$ cat src/rtl/mdu_sequencer.sv
// Iterative RV32M multiply/divide sequencer: radix-2 shift-add multiply and
// restoring divide over one shared 2*XLEN accumulator, plus a fast path for
// the divide special cases.
module mdu_sequencer #(
    parameter int XLEN = 32
) (
    input  logic            clk,
    input  logic            rst_n,
    input  logic            start,
    input  logic [2:0]      funct3,
    input  logic [XLEN-1:0] rs1,
    input  logic [XLEN-1:0] rs2,
    input  logic            kill,
    output logic            stall,
    output logic            done,
    output logic [XLEN-1:0] result,
    output logic            busy
);

    localparam int CW = $clog2(XLEN + 1);
    localparam logic [XLEN-1:0] MIN_INT = {1'b1, {(XLEN-1){1'b0}}};

    typedef enum logic [1:0] {IDLE, CALC, FIX, DONE} state_t;

    state_t            state;
    state_t            state_next;
    logic [2*XLEN-1:0] acc;
    logic [XLEN-1:0]   operand_b;
    logic [CW-1:0]     count;
    logic [2:0]        op;
    logic              neg;

    logic              a_signed;
    logic              b_signed;
    logic              a_neg;
    logic              b_neg;
    logic              sign_in;
    logic [XLEN-1:0]   a_abs;
    logic [XLEN-1:0]   b_abs;
    logic              div_by_zero;
    logic              overflow;
    logic              special;
    logic [XLEN-1:0]   special_value;
    logic [XLEN:0]     mul_sum;
    logic [2*XLEN-1:0] mul_next;
    logic [XLEN:0]     shifted_rem;
    logic [XLEN:0]     diff;
    logic [2*XLEN-1:0] div_next;
    logic [2*XLEN-1:0] prod_fixed;
    logic [XLEN-1:0]   div_val;
    logic [XLEN-1:0]   fix_value;

    // Operand conditioning, special-case detection and per-iteration datapath
    always_comb begin
        a_signed      = (funct3 == 3'b001) || (funct3 == 3'b010) ||
                        (funct3[2] && !funct3[0]);
        b_signed      = (funct3 == 3'b001) || (funct3[2] && !funct3[0]);
        a_neg         = a_signed && rs1[XLEN-1];
        b_neg         = b_signed && rs2[XLEN-1];
        a_abs         = a_neg ? -rs1 : rs1;
        b_abs         = b_neg ? -rs2 : rs2;
        sign_in       = (funct3[2] && funct3[1]) ? a_neg : (a_neg ^ b_neg);
        div_by_zero   = funct3[2] && (rs2 == '0);
        overflow      = funct3[2] && !funct3[0] && (rs1 == MIN_INT) && (rs2 == '1);
        special       = div_by_zero || overflow;
        special_value = '0;
        if (div_by_zero)
            special_value = funct3[1] ? rs1 : '1;
        else if (!funct3[1])
            special_value = MIN_INT;

        mul_sum     = {1'b0, acc[2*XLEN-1:XLEN]} + {1'b0, operand_b};
        mul_next    = acc[0] ? {mul_sum, acc[XLEN-1:1]} : {1'b0, acc[2*XLEN-1:1]};
        shifted_rem = acc[2*XLEN-1:XLEN-1];
        diff        = shifted_rem - {1'b0, operand_b};
        div_next    = diff[XLEN] ? {shifted_rem[XLEN-1:0], acc[XLEN-2:0], 1'b0}
                                 : {diff[XLEN-1:0], acc[XLEN-2:0], 1'b1};

        prod_fixed  = neg ? -acc : acc;
        div_val     = op[1] ? acc[2*XLEN-1:XLEN] : acc[XLEN-1:0];
        if (op[2])
            fix_value = neg ? -div_val : div_val;
        else if (op[1:0] == 2'b00)
            fix_value = prod_fixed[XLEN-1:0];
        else
            fix_value = prod_fixed[2*XLEN-1:XLEN];
    end

    always_ff @(posedge clk or negedge rst_n) begin
        if (!rst_n)
            state <= IDLE;
        else
            state <= state_next;
    end

    // Next state and handshake outputs; kill always wins and suppresses done
    always_comb begin
        state_next = state;
        case (state)
            IDLE: if (start) state_next = special ? DONE : CALC;
            CALC: if (count == CW'(1)) state_next = FIX;
            FIX:  state_next = DONE;
            DONE: state_next = IDLE;
            default: state_next = IDLE;
        endcase
        if (kill)
            state_next = IDLE;
        done  = (state == DONE) && !kill;
        stall = rst_n && start && !done && !kill;
        busy  = (state != IDLE);
    end

    always_ff @(posedge clk or negedge rst_n) begin
        if (!rst_n) begin
            acc       <= '0;
            operand_b <= '0;
            count     <= '0;
            op        <= '0;
            neg       <= 1'b0;
            result    <= '0;
        end else if (!kill) begin
            case (state)
                IDLE: if (start) begin
                    op        <= funct3;
                    neg       <= sign_in;
                    operand_b <= b_abs;
                    acc       <= {{XLEN{1'b0}}, a_abs};
                    count     <= CW'(XLEN);
                    if (special)
                        result <= special_value;
                end
                CALC: begin
                    acc   <= op[2] ? div_next : mul_next;
                    count <= count - CW'(1);
                end
                FIX:     result <= fix_value;
                default: ;
            endcase
        end
    end

endmodule

$ cat config.mk
export PLATFORM = sky130hd
export DESIGN_NAME = mdu_sequencer
export DESIGN_NICKNAME = d
export VERILOG_FILES = /design/src/rtl/mdu_sequencer.sv
export SDC_FILE = /design/constraint.sdc
export NUM_CORES = 1
export LEC_CHECK = 0
export CELL_PAD_IN_SITES_DETAIL_PLACEMENT = 2
export CELL_PAD_IN_SITES_GLOBAL_PLACEMENT = 2
export CORE_MARGIN = 2
export CORE_UTILIZATION = 30
export DETAILED_ROUTE_END_ITERATION = 12
export PLACE_DENSITY = 0.77
export SETUP_SLACK_MARGIN = 0.02
export SLEW_MARGIN = 0
export SYNTH_ARGS = -nofsm -noshare
export SYNTH_HDL_FRONTEND = slang
export SYNTH_SLANG_ARGS = --single-unit
$ cat constraint.sdc
create_clock -name clk -period 5.51 [get_ports clk]
set_input_delay 0.551 -clock clk [delete_from_list [all_inputs] [get_ports clk]]
set_output_delay 0.551 -clock clk [all_outputs]
set_load 0.01 [all_outputs]
==> run_results.csv <==
group,metric,value,unit
grt,grt_max_degree,87,
clocking,ctsResizeCount,0,
grt,grt_pass1_wl,98300,um
critical_path,reg2reg_depth,14,
final_layout,area_growth,13.67,%
final_layout,multiInputGateArea,10890,um^2
final_layout,fin_nets,2155,
power_and_ir_drop,finalPower,11.53,mW
clocking,clkSlewWorstSetupHoldPaths,0.07,ns
floorplanning,die_y,230.3,um
sta,fmax,221.0,MHz
sta,hold_viol,0,
yosys,synthesis.area,15360,um^2
sta,rsz0062_at_grt,"false",
place,io_buffers,105,
grt,track_usage,23.68,%
grt,overflow,0,
clocking,post-cts-setup-buffer-count,0,
sta,worst_slew_pin_slew,1.253,ns
yosys,synth_ff_type,"dfrtp_1",
clocking,cts_tree,"yes",
clocking,clock_latency,0.51,ns
critical_path,r2r_end,"acc[56]",
floorplanning,initial_core_util,30.50,%
floorplanning,core_area,50380,um^2
clocking,cts.sinks,140,
critical_path,crit_required,5.89,ns
sta,report.final.slew_viol_count,0,
min_path,hp-class,"in -> async",
floorplanning,io_pins,106,
route,route.vias.total,15560,
status,status,"finished, final reports clean",
place,hpwl,47970,um
final_layout,seq_area,3510,um^2
final_layout,fill_cells,5853,
power_and_ir_drop,ir_drop,0.3287,mV
critical_path,criticalPathCategory,"reg -> reg",
final_layout,final_cell_area,17460,um^2
run,cap_violations,0,
route,routed_wl,62610,um
clocking,cts_made_buffers,17,
floorplanning,num_rows,82,
final_layout,n_antenna_cell,0,
grt,grt_antenna_before_repair,0,
sta,setup_viol,0,
power_and_ir_drop,power_density,660.0,nW/um^2
floorplanning,die_w,230.3,um
route,vias_per_cell,5.779,
yosys,synthDistinctLibCells,92,
place,gp_congestion,0.8941,
sta,finalSetupTns,0,ns
clocking,cts_hold_buf,0,
route,drt_iter0_drc,983,
critical_path,critical_path.reg2reg.startpoint,"acc[31]",
critical_path,worstSetupEndpointType,"flop",
yosys,ys_seq_area_share,22.80,%
route,ant_nets,0,
final_layout,drive_above_1_share,5.990,%
critical_path,rrSetupSlack,0.99,ns
yosys,ys_ff_latch,140,
sta,finClkSkew,0.01255,ns
floorplanning,die_area,53040,um^2
yosys,syn-instance-count,2011,
critical_path,critPathArrivalTime,4.90,ns
yosys,syn_avg_cell_area,7.640,um^2
yosys,synth_async_sr_flop_share,100.0,%
grt,grt_pass1_vias,16730,
clocking,clockBufferDepth,2,
route,drc,0,
clocking,cts-root-buf,"clkbuf_16",
yosys,synth_edf_count,0,
route,routedWlPerCell,23.26,um
critical_path,crit_fanout,30,
sta,post-route-period-util,82.11,%
final_layout,fin_util,34.67,%
clocking,cts_htree_levels,4,
yosys,ys.warnings.count,0,
sta,period_needed,4.524,ns
power_and_ir_drop,power_leakage,7.045,nW
critical_path,start_kind,"flop",
route,first_pass_iters,5,
yosys,syn-num-nets,2159,
place,place_area,16810,um^2
sta,relSlewSlack,16.18,%
==> stage by stage <==
stage | worst slack (ns) | hold WS, ns | cells
5_1_grt | 0.8358 | 0.1252 | 2692
6_report | 0.9858 | 0.07097 | 2692
3_5_place_dp | 0.8598 | 0.5088 | 2660
2_1_floorplan | 1.474 | 0.2554 | 2011
3_3_place_gp | 1.033 | 0.4972 | 2660
4_1_cts | 0.9909 | 0.1001 | 2692
==> where the power goes <==
part	internal (mW)	switching, mW	total [mW]
Combinational	3.13	4.62	7.76
Sequential	1.50	0.948	2.44
Clock	0.798	0.528	1.33
==> state kept, by name (all words and copies together) (netlist names) <==
register,count
acc,64
operand_b,32
result,32
state,2
op,3
neg,1
count,6
==> synth_stat cells, types with 7 or more instances <==
library cell / n / area, um^2
ha_1: 75 / 938.4
o31ai_1: 36 / 270.3
xnor2_1: 108 / 945.9
dfrtp_1: 140 / 3503
buf_4: 11 / 82.58
a41oi_1: 14 / 122.6
or3_1: 28 / 175.2
nor3b_1: 9 / 67.56
nor3_1: 42 / 210.2
nor2b_1: 8 / 50.05
nand2_1: 217 / 814.5
mux2_2: 12 / 135.1
nor4_1: 17 / 106.4
nand4_1: 20 / 125.1
o21ai_0: 240 / 1201
buf_6: 8 / 90.09
a21o_1: 37 / 277.8
buf_2: 13 / 65.06
inv_1: 64 / 240.2
a31oi_1: 32 / 200.2
buf_1: 12 / 45.04
o221ai_1: 8 / 70.07
mux2i_1: 88 / 880.8
nand2b_1: 28 / 175.2
or4_1: 13 / 97.59
o211ai_1: 21 / 157.7
xor2_1: 87 / 762.0
a22oi_1: 7 / 52.55
and3_1: 16 / 100.1
and2_1: 12 / 75.07
o21bai_1: 7 / 52.55
a21oi_1: 135 / 675.7
or2_2: 7 / 43.79
clkbuf_1: 115 / 431.7
o21a_1: 11 / 82.58
a211oi_1: 17 / 127.6
o21ai_1: 15 / 75.07
nor2_1: 131 / 491.7
nand3_1: 27 / 135.1
==> cell type report <==
| class | instances | share of cell area (%) |
|---|---|---|
| multi-input cells | 1644 | 62.37 |
| flip-flops and latches | 140 | 20.10 |
| repair buffers | 138 | 7.588 |
| well taps | 672 | 4.815 |
| clock buffers | 17 | 2.436 |
| inverters | 66 | 1.419 |
| clock inverters | 15 | 1.275 |
==> critical path, stage by stage (launching register included) <==
cell and delay (ns):
dfrtp_1 0.46, inv_1 0.27, ha_1 0.27, fa_1 0.24
nor2b_1 0.09, o31a_1 0.28, o31ai_1 0.48, a21oi_1 0.25
a31o_2 0.32, a221oi_1 0.38, xnor2_2 0.31, buf_12 0.29
mux2_2 0.36, a222oi_1 0.30, o21ai_1 0.10
==> per-layer routing <==
metal	up-vias	track usage, %	wire [um]
li1	7272	-	-
met1	7837	31.32	29320
met2	348	39.20	29190
met3	99	3.435	2421
met4	0	8.367	1677
met5	-	0	0
==> placed cells by master (no fill, tap or decap), types with 8 or more instances in the layout <==
cell type,netlist,routed
a211oi_1,17,17
a21o_1,37,37
a21oi_1,135,135
a31oi_1,32,32
a41oi_1,14,14
and2_1,12,12
and3_1,16,16
buf_4,11,31
clkbuf_16,0,17
clkdlybuf4s50_1,0,104
dfrtp_1,140,137
ha_1,75,74
inv_1,64,64
mux2_2,12,12
mux2i_1,88,88
nand2_1,217,217
nand2b_1,28,28
nand3_1,27,27
nand4_1,20,20
nor2_1,131,130
nor2b_1,8,8
nor3_1,42,42
nor3b_1,9,9
nor4_1,17,17
o211ai_1,21,21
o21a_1,11,11
o21ai_0,240,240
o21ai_1,15,15
o221ai_1,8,8
o31ai_1,36,36
or3_1,28,28
or4_1,13,13
xnor2_1,108,107
xor2_1,87,87
==> kinds of logic (layout without fill, tap and decap cells) <==
family | Yosys count | count (layout) | share of synthesized area (%)
adders and majority gates | 77 | 77 | 6.369
AOI/OAI and AO/OA | 663 | 663 | 26.83
and+or+nand+nor | 609 | 609 | 19.88
muxes | 100 | 100 | 6.613
DFF | 140 | 140 | 22.80
buffers and inverters | 227 | 236 | 6.393
xor gates and xnor gates | 195 | 195 | 11.12
==> how the worst max path moves through the flow <==
stage / startpoint / to / slack (ns) / cells after the start
after floorplan: op[1] / result[30] / 1.47 / 15
after global placement: rs2[6] / result[18] / 1.03 / 11
after detailed placement: rs2[6] / result[18] / 0.86 / 11
after CTS: acc[31] / acc[56] / 0.99 / 14
after global routing: acc[31] / acc[56] / 0.84 / 14
final: acc[31] / acc[56] / 0.99 / 14
Power figures use the tool's default switching activity.
